`src/rtl/tick_timer_pkg.sv`:
```
// Shared types and constants for the tick_timer block.
package tick_timer_pkg;

  localparam int unsigned COUNT_W_DEF = 8;
  localparam int unsigned TAP_W       = 5;
  localparam int unsigned SEL_W       = 3;

  localparam int unsigned TAP_DIV2  = 0;
  localparam int unsigned TAP_DIV4  = 1;
  localparam int unsigned TAP_DIV8  = 2;
  localparam int unsigned TAP_DIV16 = 3;
  localparam int unsigned TAP_DIV32 = 4;
  localparam int unsigned SEL_MAX   = TAP_DIV32;

  typedef enum logic [1:0] {
    ST_IDLE,
    ST_RUN,
    ST_PAUSE,
    ST_DONE
  } state_e;

endpackage

```
`src/rtl/tick_edge_sel.sv`:
```
// Selects one divider tap and turns its rising edges into one-cycle tick pulses.
module tick_edge_sel
  import tick_timer_pkg::*;
(
  input  logic             clk,
  input  logic             rst,
  input  logic [TAP_W-1:0] tap,
  input  logic [SEL_W-1:0] sel,
  output logic             tick
);

  logic [SEL_W-1:0] sel_c;
  logic             tap_sel;
  logic             sel_chg;
  logic [SEL_W-1:0] sel_q, sel_d;
  logic             prev_q, prev_d;
  logic             tick_q, tick_d;

  // A select change would compare edges of two different taps, so suppress it.
  always_comb begin
    sel_c   = (sel > SEL_W'(SEL_MAX)) ? SEL_W'(SEL_MAX) : sel;
    tap_sel = tap[sel_c];
    sel_chg = (sel != sel_q);
    sel_d   = sel;
    prev_d  = tap_sel;
    tick_d  = sel_chg ? 1'b0 : (tap_sel & ~prev_q);
  end

  // prev resets high so a tap already high at reset release is not an edge.
  always_ff @(posedge clk or posedge rst) begin
    if (rst) begin
      sel_q  <= '0;
      prev_q <= 1'b1;
      tick_q <= 1'b0;
    end else begin
      sel_q  <= sel_d;
      prev_q <= prev_d;
      tick_q <= tick_d;
    end
  end

  assign tick = tick_q;

endmodule

```
`src/rtl/tick_timer.sv`:
```
// Programmable countdown timer driven by a selected divider tap.
// Optional auto-reload is compiled in with TICK_TIMER_AUTO_RELOAD_EN.
module tick_timer
  import tick_timer_pkg::*;
#(
  parameter int unsigned COUNT_W = COUNT_W_DEF
) (
  input  logic               clk,
  input  logic               rst,
  input  logic [TAP_W-1:0]   tap,
  input  logic [SEL_W-1:0]   sel,
  input  logic               load,
  input  logic [COUNT_W-1:0] load_val,
  input  logic               start,
  input  logic               stop,
  output logic               tick,
  output logic [COUNT_W-1:0] count,
  output logic               busy,
  output logic               done
);

  logic               tick_w;
  state_e             state_q, state_d;
  logic [COUNT_W-1:0] count_q, count_d;
  logic               busy_q, busy_d;
  logic               done_q, done_d;
`ifdef TICK_TIMER_AUTO_RELOAD_EN
  logic [COUNT_W-1:0] reload_q, reload_d;
`endif

  tick_edge_sel u_edge (
    .clk  (clk),
    .rst  (rst),
    .tap  (tap),
    .sel  (sel),
    .tick (tick_w)
  );

  always_comb begin
    state_d = state_q;
    count_d = count_q;
    done_d  = 1'b0;
`ifdef TICK_TIMER_AUTO_RELOAD_EN
    reload_d = reload_q;
`endif
    case (state_q)
      ST_IDLE: begin
        if (load) begin
          count_d = load_val;
`ifdef TICK_TIMER_AUTO_RELOAD_EN
          reload_d = load_val;
`endif
        end else if (start && !stop && (count_q != '0)) begin
          state_d = ST_RUN;
        end
      end
      ST_RUN: begin
        if (stop) begin
          state_d = ST_PAUSE;
        end else if (tick_w && (count_q != '0)) begin
          if (count_q == COUNT_W'(1)) begin
`ifdef TICK_TIMER_AUTO_RELOAD_EN
            // A zero reload value falls back to one-shot completion.
            if (reload_q != '0) begin
              count_d = reload_q;
              done_d  = 1'b1;
            end else begin
              count_d = '0;
              state_d = ST_DONE;
            end
`else
            count_d = '0;
            state_d = ST_DONE;
`endif
          end else begin
            count_d = count_q - COUNT_W'(1);
          end
        end
      end
      ST_PAUSE: begin
        if (start && !stop) state_d = ST_RUN;
      end
      ST_DONE: begin
        state_d = ST_IDLE;
      end
      default: begin
        state_d = ST_IDLE;
      end
    endcase
    if (state_d == ST_DONE) done_d = 1'b1;
    busy_d = (state_d == ST_RUN) || (state_d == ST_PAUSE);
  end

  always_ff @(posedge clk or posedge rst) begin
    if (rst) begin
      state_q <= ST_IDLE;
      count_q <= '0;
      busy_q  <= 1'b0;
      done_q  <= 1'b0;
    end else begin
      state_q <= state_d;
      count_q <= count_d;
      busy_q  <= busy_d;
      done_q  <= done_d;
    end
  end

`ifdef TICK_TIMER_AUTO_RELOAD_EN
  always_ff @(posedge clk or posedge rst) begin
    if (rst) reload_q <= '0;
    else     reload_q <= reload_d;
  end
`endif

  assign tick  = tick_w;
  assign count = count_q;
  assign busy  = busy_q;
  assign done  = done_q;

endmodule

```
`config.mk`:
```
export PLATFORM = sky130hd
export DESIGN_NAME = tick_timer
export DESIGN_NICKNAME = d
export VERILOG_FILES = /design/src/rtl/tick_timer_pkg.sv /design/src/rtl/tick_edge_sel.sv /design/src/rtl/tick_timer.sv
export SDC_FILE = /design/constraint.sdc
export NUM_CORES = 1
export LEC_CHECK = 0
export ABC_AREA = 1
export CAP_MARGIN = 15
export CELL_PAD_IN_SITES_DETAIL_PLACEMENT = 1
export CELL_PAD_IN_SITES_GLOBAL_PLACEMENT = 1
export CORE_UTILIZATION = 28
export CTS_CLUSTER_SIZE = 28
export DETAILED_ROUTE_END_ITERATION = 12
export HOLD_SLACK_MARGIN = 0.1
export PLACE_DENSITY_LB_ADDON = 0.1
export SLEW_MARGIN = 30
export SYNTH_ARGS = -nofsm -noshare
export SYNTH_HDL_FRONTEND = slang
export SYNTH_HIERARCHICAL = 1
export SYNTH_SLANG_ARGS = --single-unit
```
`constraint.sdc`:
```
create_clock -name clk -period 1.8 [get_ports clk]
set_input_delay 0.27 -clock clk [delete_from_list [all_inputs] [get_ports clk]]
set_output_delay 0.27 -clock clk [all_outputs]
set_load 0.03 [all_outputs]
```
==> run_summary.xml, run 1 <==
<?xml version="1.0" encoding="UTF-8"?>
<metrics>
  <group name="run_status">
    <metric name="outcome" unit="">finished clean</metric>
  </group>
  <group name="detailed_routing">
    <metric name="drt-vias-per-instance" unit="">4.42</metric>
    <metric name="wl_per_cell" unit="um">11.9</metric>
    <metric name="drt_pass1_iterations" unit="">4</metric>
    <metric name="remaining_drc_errors" unit="">0</metric>
    <metric name="ant_nets" unit="">0</metric>
    <metric name="detailroute.via_count" unit="">1008</metric>
    <metric name="drtIter0Drc" unit="">24</metric>
    <metric name="finalWirelength" unit="mm">2.71</metric>
  </group>
  <group name="floorplan">
    <metric name="design.die.area" unit="um^2">3960</metric>
    <metric name="core_area" unit="um^2">3440</metric>
    <metric name="die_w" unit="um">62.9</metric>
    <metric name="initial_utilization" unit="%">30.2</metric>
    <metric name="number_of_placed_i_o_pins" unit="">32</metric>
    <metric name="floorplan.rows" unit="">21</metric>
    <metric name="die_height" unit="um">62.9</metric>
  </group>
  <group name="global_route">
    <metric name="grt_usage" unit="%">15.8</metric>
    <metric name="grt_start_max_net_pins" unit="">13</metric>
    <metric name="antenna_found_initial" unit="">0</metric>
    <metric name="first_pass_grt_wire_length" unit="mm">4.82</metric>
    <metric name="overflow" unit="">0</metric>
    <metric name="grt_pass1_vias" unit="">995</metric>
  </group>
  <group name="clock_tree">
    <metric name="clock_latency" unit="ps">250</metric>
    <metric name="root_buffer_cell" unit="">clkbuf_8</metric>
    <metric name="clk_path_buf_depth" unit="">2</metric>
    <metric name="cts_sinks" unit="">17</metric>
    <metric name="cts.clk_slew.worst_paths" unit="ps">70</metric>
    <metric name="cts_setup_buffers" unit="">0</metric>
    <metric name="cts_tree" unit="">yes</metric>
    <metric name="cts-htree-levels" unit="">1</metric>
    <metric name="cts_inserted_buffers" unit="">3</metric>
  </group>
  <group name="setup_path">
    <metric name="required" unit="ps">1530</metric>
    <metric name="timing.critical_path.cells" unit="">clkdlybuf4s50_1</metric>
    <metric name="path_delay_family" unit="">buffers and inverters</metric>
    <metric name="worst-path-max-fanout" unit="">6</metric>
    <metric name="critPathMaxStageDelay" unit="ps">720</metric>
    <metric name="setup.worst_path.class" unit="">reg2out</metric>
    <metric name="worstSetupStartpointType" unit="">flop</metric>
    <metric name="crit_path_buffers_inverters" unit="">1</metric>
    <metric name="cp-end-kind" unit="">output pin</metric>
    <metric name="cp.arrival" unit="ps">1440</metric>
    <metric name="critPathSlowestCell" unit="">clkdlybuf4s50_1</metric>
  </group>
  <group name="logic_synthesis">
    <metric name="synth.distinct_cells" unit="">24</metric>
    <metric name="synth.area.top_cells" unit="">dfrtp_1 39%, nand2_1 21%, inv_1 6.1%, nor2_1 4.0%, o21ai_0 3.9%</metric>
    <metric name="post_synth_inst_count" unit="">148</metric>
    <metric name="synthesis.area_per_instance" unit="um^2">7.02</metric>
    <metric name="synthesis.nets" unit="">172</metric>
    <metric name="synth_seq_area_share" unit="%">41.1</metric>
    <metric name="synthDominantCellAreaShare" unit="%">38.6</metric>
    <metric name="synth_top_area_cell" unit="">dfrtp_1</metric>
    <metric name="ys_warn_count" unit="">6</metric>
    <metric name="synth.cell_area" unit="um^2">1040</metric>
    <metric name="ys_ff_latch" unit="">17</metric>
  </group>
  <group name="power">
    <metric name="total_leakage_power" unit="uW">0.000720</metric>
    <metric name="power_density_relative_to_cell_area" unit="nW/um^2">1420</metric>
    <metric name="max-vdd-ir-drop" unit="V">0.000513</metric>
  </group>
  <group name="timing">
    <metric name="worst-slew-pin-transition" unit="ps">530</metric>
    <metric name="slew_headroom" unit="%">64.6</metric>
    <metric name="finClkSkew" unit="ps">3.49</metric>
    <metric name="timing.final.crit_share" unit="%">95.2</metric>
    <metric name="hold_viol" unit="">0</metric>
    <metric name="grt_setup_unrepaired" unit="">false</metric>
    <metric name="slew_viol_final" unit="">0</metric>
    <metric name="timing.final.setup_violations" unit="">0</metric>
    <metric name="maxClockFrequency" unit="MHz">584</metric>
    <metric name="min_period" unit="ps">1710</metric>
    <metric name="setup_tns" unit="ps">0</metric>
  </group>
  <group name="final_layout">
    <metric name="antenna_cells_inserted" unit="">0</metric>
    <metric name="final_layout_size_suffix_gt1_share" unit="%">12.6</metric>
    <metric name="final_nets" unit="">207</metric>
    <metric name="stdcell_count" unit="">228</metric>
    <metric name="area.growth.synth_to_final" unit="%">39.3</metric>
  </group>
  <group name="place">
    <metric name="place.detailed.instances" unit="">224</metric>
    <metric name="count_of_buffers_from_port_buffering" unit="">31</metric>
    <metric name="place_congestion" unit="">0.821</metric>
    <metric name="place.detailed.hpwl" unit="mm">2.19</metric>
  </group>
  <group name="run">
    <metric name="max_cap_violations" unit="">0</metric>
  </group>
  <group name="hold_path">
    <metric name="min_path_type" unit="">in2async</metric>
  </group>
</metrics>
-- per-layer routing --
layer  GRT usage [%]  vias up  wire [um]
met5               0        -          0
met4            5.23        0         34
met3            3.10        4         91
met2            23.7       21       1220
met1            22.3      462       1370
li1                -      521          -
-- synthesized netlist by cell type --
master	n
a21oi_1	1
a21oi_2	1
buf_2	1
buf_6	1
dfrtp_1	16
dfstp_2	1
ha_1	3
inv_1	17
inv_2	2
nand2_1	59
nand2_2	6
nand3_1	7
nand3_2	1
nand3b_1	1
nand4_1	1
nor2_1	11
nor2_2	5
nor3_1	1
o21ai_0	8
o21ai_1	1
o21ai_2	1
o22ai_1	1
xnor2_1	1
xor2_1	1
-- stage by stage --
stage                     utilization [%]  hold slack, ps  instance area, um^2  power [uW]  setup slack, ps
after floorplan                         -            47.8                 1040        1360              117
after global placement               40.6             517                 1400        1750              171
after detailed placement             40.6             519                 1400        1770             90.3
after CTS                            42.0             237                 1450        2090             59.6
after global routing                 42.0             276                 1450        2240             2.06
final                                42.0             237                 1450        2050             86.6
-- state kept, by name, indices dropped and copies added, names as in the netlist --
name           count
u_edge/prev_q      1
u_edge/tick        1
busy               1
count              8
u_edge/sel_q       3
done               1
state_q            2
-- cells by family after synthesis --
logic type,synth area share [%]
and+or+nand+nor,38.1
adders and majority gates,3.61
DFF,41.1
AOI/OAI and AO/OA,7.11
xor gates and xnor gates,1.69
buffers and inverters,8.43
-- cells in the final DEF, fill, tap and decap left out, drive strengths merged --
master,count
ha,3
o21ai,10
clkbuf,3
nand4,1
buf,1
xor2,1
nor2,16
dfrtp,16
clkinvlp,1
xnor2,1
a21oi,2
dfstp,1
inv,19
o22ai,1
nand3,8
nand3b,1
clkdlybuf4s50,31
nor3,1
nand2,65
-- final cells by class --
class	count	area [um^2]
Sequential cell	17	427
Clock buffer	3	41.3
Timing Repair Buffer	32	318
Multi-Input combinational cell	110	524
Clock inverter	1	7.51
Inverter	19	71.3
Fill cell	449	2000
Tap cell	46	57.6
-- repair_timing --
item	in CTS	in global routing
gates resized for setup	0	1
hold buffers	0	0
endpoints found under the setup margin	0	6
-- path summary, 6_finish.rpt --
check / end / depth (start not counted) / slack [ps] / startpoint
setup / recovery: count[2] / 1 / 90 / count[2]
hold / removal: u_edge/sel_q[2] / 2 / 240 / rst
setup reg to reg: busy / 8 / 100 / count[0]
hold reg to reg: count[6] / 2 / 550 / count[6]
max in group asynchronous: count[2] / 2 / 1070 / rst
min in group clk: u_edge/sel_q[2] / 1 / 500 / sel[2]
-- power breakdown --
part           total (uW)  switching [uW]  internal (uW)
sequential            640             136            504
combinational        1110             682            431
clock                 301             145            156
(Power assumes the default switching activity.)
==> run 2: changes to the inputs <==
Settings changed: DONT_BUFFER_PORTS set to 1.
==> run_summary.xml, run 2 (synthesis gave the netlist of run 1 again) <==
<?xml version="1.0" encoding="UTF-8"?>
<metrics>
  <group name="place">
    <metric name="place_congestion" unit="">0.758</metric>
    <metric name="place.detailed.instances" unit="">202</metric>
    <metric name="place.detailed.hpwl" unit="mm">2.19</metric>
    <metric name="count_of_buffers_from_port_buffering" unit="">0</metric>
  </group>
  <group name="final_layout">
    <metric name="ff_latch_area" unit="um^2">427</metric>
    <metric name="layout_common_cells" unit="">59 x nand2_1, 17 x inv_1, 16 x dfrtp_1</metric>
    <metric name="stdcell_count" unit="">210</metric>
    <metric name="multi_input_comb_area" unit="um^2">524</metric>
    <metric name="layout_utilization" unit="%">36.1</metric>
    <metric name="largest_register_ffs" unit="">8</metric>
    <metric name="fill_cells" unit="">442</metric>
    <metric name="most_common_cell_after_layout_fill_and_taps_aside" unit="">nand2_1</metric>
    <metric name="area.growth.synth_to_final" unit="%">19.5</metric>
    <metric name="antenna_cells_inserted" unit="">0</metric>
    <metric name="final_layout_size_suffix_gt1_share" unit="%">18.9</metric>
    <metric name="final_nets" unit="">189</metric>
  </group>
  <group name="detailed_routing">
    <metric name="finalWirelength" unit="mm">2.71</metric>
    <metric name="drt-vias-per-instance" unit="">4.56</metric>
    <metric name="ant_nets" unit="">0</metric>
    <metric name="drt_pass1_iterations" unit="">4</metric>
    <metric name="detailroute.via_count" unit="">958</metric>
    <metric name="wl_per_cell" unit="um">12.9</metric>
    <metric name="remaining_drc_errors" unit="">0</metric>
    <metric name="drtIter0Drc" unit="">11</metric>
  </group>
  <group name="timing">
    <metric name="slew_viol_final" unit="">0</metric>
    <metric name="slew_headroom" unit="%">65.5</metric>
    <metric name="timing.final.crit_share" unit="%">89.1</metric>
    <metric name="timing.final.setup_violations" unit="">0</metric>
    <metric name="hold_viol" unit="">0</metric>
    <metric name="worst-slew-pin-transition" unit="ps">516</metric>
    <metric name="min_period" unit="ps">1600</metric>
    <metric name="finClkSkew" unit="ps">3.38</metric>
    <metric name="grt_setup_unrepaired" unit="">false</metric>
    <metric name="setup_tns" unit="ps">0</metric>
    <metric name="maxClockFrequency" unit="MHz">623</metric>
  </group>
  <group name="setup_path">
    <metric name="r2r_start" unit="">count[1]</metric>
    <metric name="critPathMaxStageDelay" unit="ps">380</metric>
    <metric name="required" unit="ps">1940</metric>
    <metric name="cp-end-kind" unit="">flop</metric>
    <metric name="cp.arrival" unit="ps">1740</metric>
    <metric name="timing.reg2reg.worst_path_depth" unit="">8</metric>
    <metric name="critPathSlowestCell" unit="">dfrtp_1</metric>
    <metric name="setup.worst_path.class" unit="">reg2reg</metric>
    <metric name="worstSetupStartpointType" unit="">flop</metric>
    <metric name="timing.critical_path.cells" unit="">inv_1, ha_1, nand2_2, nor2_2, nand2_2, a21oi_1, o22ai_1, ha_1</metric>
    <metric name="r2r_path_end" unit="">busy</metric>
    <metric name="worst_reg_to_reg_setup_slack" unit="ps">200</metric>
    <metric name="worst-path-max-fanout" unit="">3</metric>
  </group>
  <group name="clock_tree">
    <metric name="cts_tree" unit="">yes</metric>
    <metric name="cts_setup_buffers" unit="">0</metric>
    <metric name="cts.clk_slew.worst_paths" unit="ps">70</metric>
    <metric name="clk_path_buf_depth" unit="">2</metric>
    <metric name="root_buffer_cell" unit="">clkbuf_8</metric>
    <metric name="cts_inserted_buffers" unit="">3</metric>
    <metric name="cts_sinks" unit="">17</metric>
    <metric name="clock_latency" unit="ps">250</metric>
    <metric name="cts-htree-levels" unit="">1</metric>
  </group>
  <group name="hold_path">
    <metric name="worstHoldEndpoint" unit="">state_q[0]</metric>
    <metric name="hold_path_startpoint" unit="">stop</metric>
    <metric name="min_path_cells" unit="">1</metric>
    <metric name="min_path_type" unit="">in2reg</metric>
  </group>
  <group name="floorplan">
    <metric name="number_of_placed_i_o_pins" unit="">32</metric>
    <metric name="initial_utilization" unit="%">30.2</metric>
    <metric name="design.die.area" unit="um^2">3960</metric>
    <metric name="die_w" unit="um">62.9</metric>
    <metric name="die_height" unit="um">62.9</metric>
    <metric name="floorplan.rows" unit="">21</metric>
    <metric name="core_area" unit="um^2">3440</metric>
  </group>
  <group name="power">
    <metric name="power.share.clock" unit="%">14.9</metric>
    <metric name="power_density_relative_to_cell_area" unit="nW/um^2">1580</metric>
    <metric name="max-vdd-ir-drop" unit="V">0.000444</metric>
    <metric name="combinationalPowerShare" unit="%">52.6</metric>
    <metric name="pwr-share-seq" unit="%">32.5</metric>
    <metric name="totalPowerFinal" unit="uW">1960</metric>
    <metric name="power.share.switching" unit="%">48.3</metric>
    <metric name="total_leakage_power" unit="uW">0.000668</metric>
    <metric name="switching_power" unit="uW">945</metric>
    <metric name="intPower" unit="uW">1010</metric>
  </group>
  <group name="global_route">
    <metric name="first_pass_grt_wire_length" unit="mm">4.73</metric>
    <metric name="grt_start_max_net_pins" unit="">13</metric>
    <metric name="antenna_found_initial" unit="">0</metric>
    <metric name="overflow" unit="">0</metric>
    <metric name="grt_pass1_vias" unit="">1038</metric>
    <metric name="grt_usage" unit="%">15.7</metric>
  </group>
  <group name="run">
    <metric name="max_cap_violations" unit="">0</metric>
  </group>
  <group name="run_status">
    <metric name="outcome" unit="">finished clean</metric>
  </group>
</metrics>
run 2: layout make-up:
| type | count | area share (%) |
|---|---|---|
| Clock inverter | 1 | 0.403 |
| Inverter | 19 | 5.75 |
| Sequential cell | 17 | 34.4 |
| Clock buffer | 3 | 3.33 |
| Tap cell | 46 | 4.64 |
| Multi-Input combinational cell | 110 | 42.2 |
| Timing Repair Buffer | 14 | 9.27 |
run 2: timing repair:
action / in CTS / in global routing
setup endpoints to repair: 0 / 0
hold buffers: 4 / 0
gates resized for setup: 0 / 0
hold endpoints to repair: 20 / 0
run 2: layer usage:
| layer | wire length [um] | vias to the layer above | track usage (%) |
|---|---|---|---|
| met5 | 0 | - | 0 |
| met3 | 151 | 4 | 3.83 |
| met4 | 64 | 0 | 8.72 |
| li1 | - | 486 | - |
| met1 | 1270 | 446 | 20.2 |
| met2 | 1230 | 22 | 23.9 |
run 2: worst max-delay path, delay by kind of cell, from the launching register on:
family | cells | cell delay (ps)
buf+inv | 1 | 100
flops | 1 | 380
compound gates | 2 | 230
simple gates | 3 | 290
fa+ha+maj | 2 | 510
run 2: worst max path at each step:
stage | slack (ps) | end | cells past startpoint | startpoint
floorplan | 120 | busy | 8 | count[0]
finish | 200 | busy | 8 | count[1]
global route | 30 | count[7] | 10 | count[1]
detailed placement | 200 | busy | 8 | count[1]
CTS | 190 | busy | 8 | count[1]
global placement | 220 | count[0] | 10 | count[1]
run 2: through the flow:
step	setup slack [ps]	hold slack, ps	area [um^2]
finish	196	146	1240
global placement	217	75.6	1150
CTS	186	136	1240
floorplan	117	47.8	1040
detailed placement	198	76.4	1150
global route	32.5	139	1240
run 2: power groups by stage:
stage          Clock, uW  Combinational, uW  Sequential (uW)
2_1_floorplan          0                541              819
3_3_place_gp           0               1020              640
3_5_place_dp           0               1040              643
4_1_cts              308               1050              637
5_1_grt              334               1160              658
6_report             291               1030              637
==> run 3: changes to the inputs <==
Settings changed: SLEW_MARGIN 30 to 20, TNS_END_PERCENT set to 10.
==> results of run 3 <==
Final layout, timing and power as in run 2 (identical DEF).
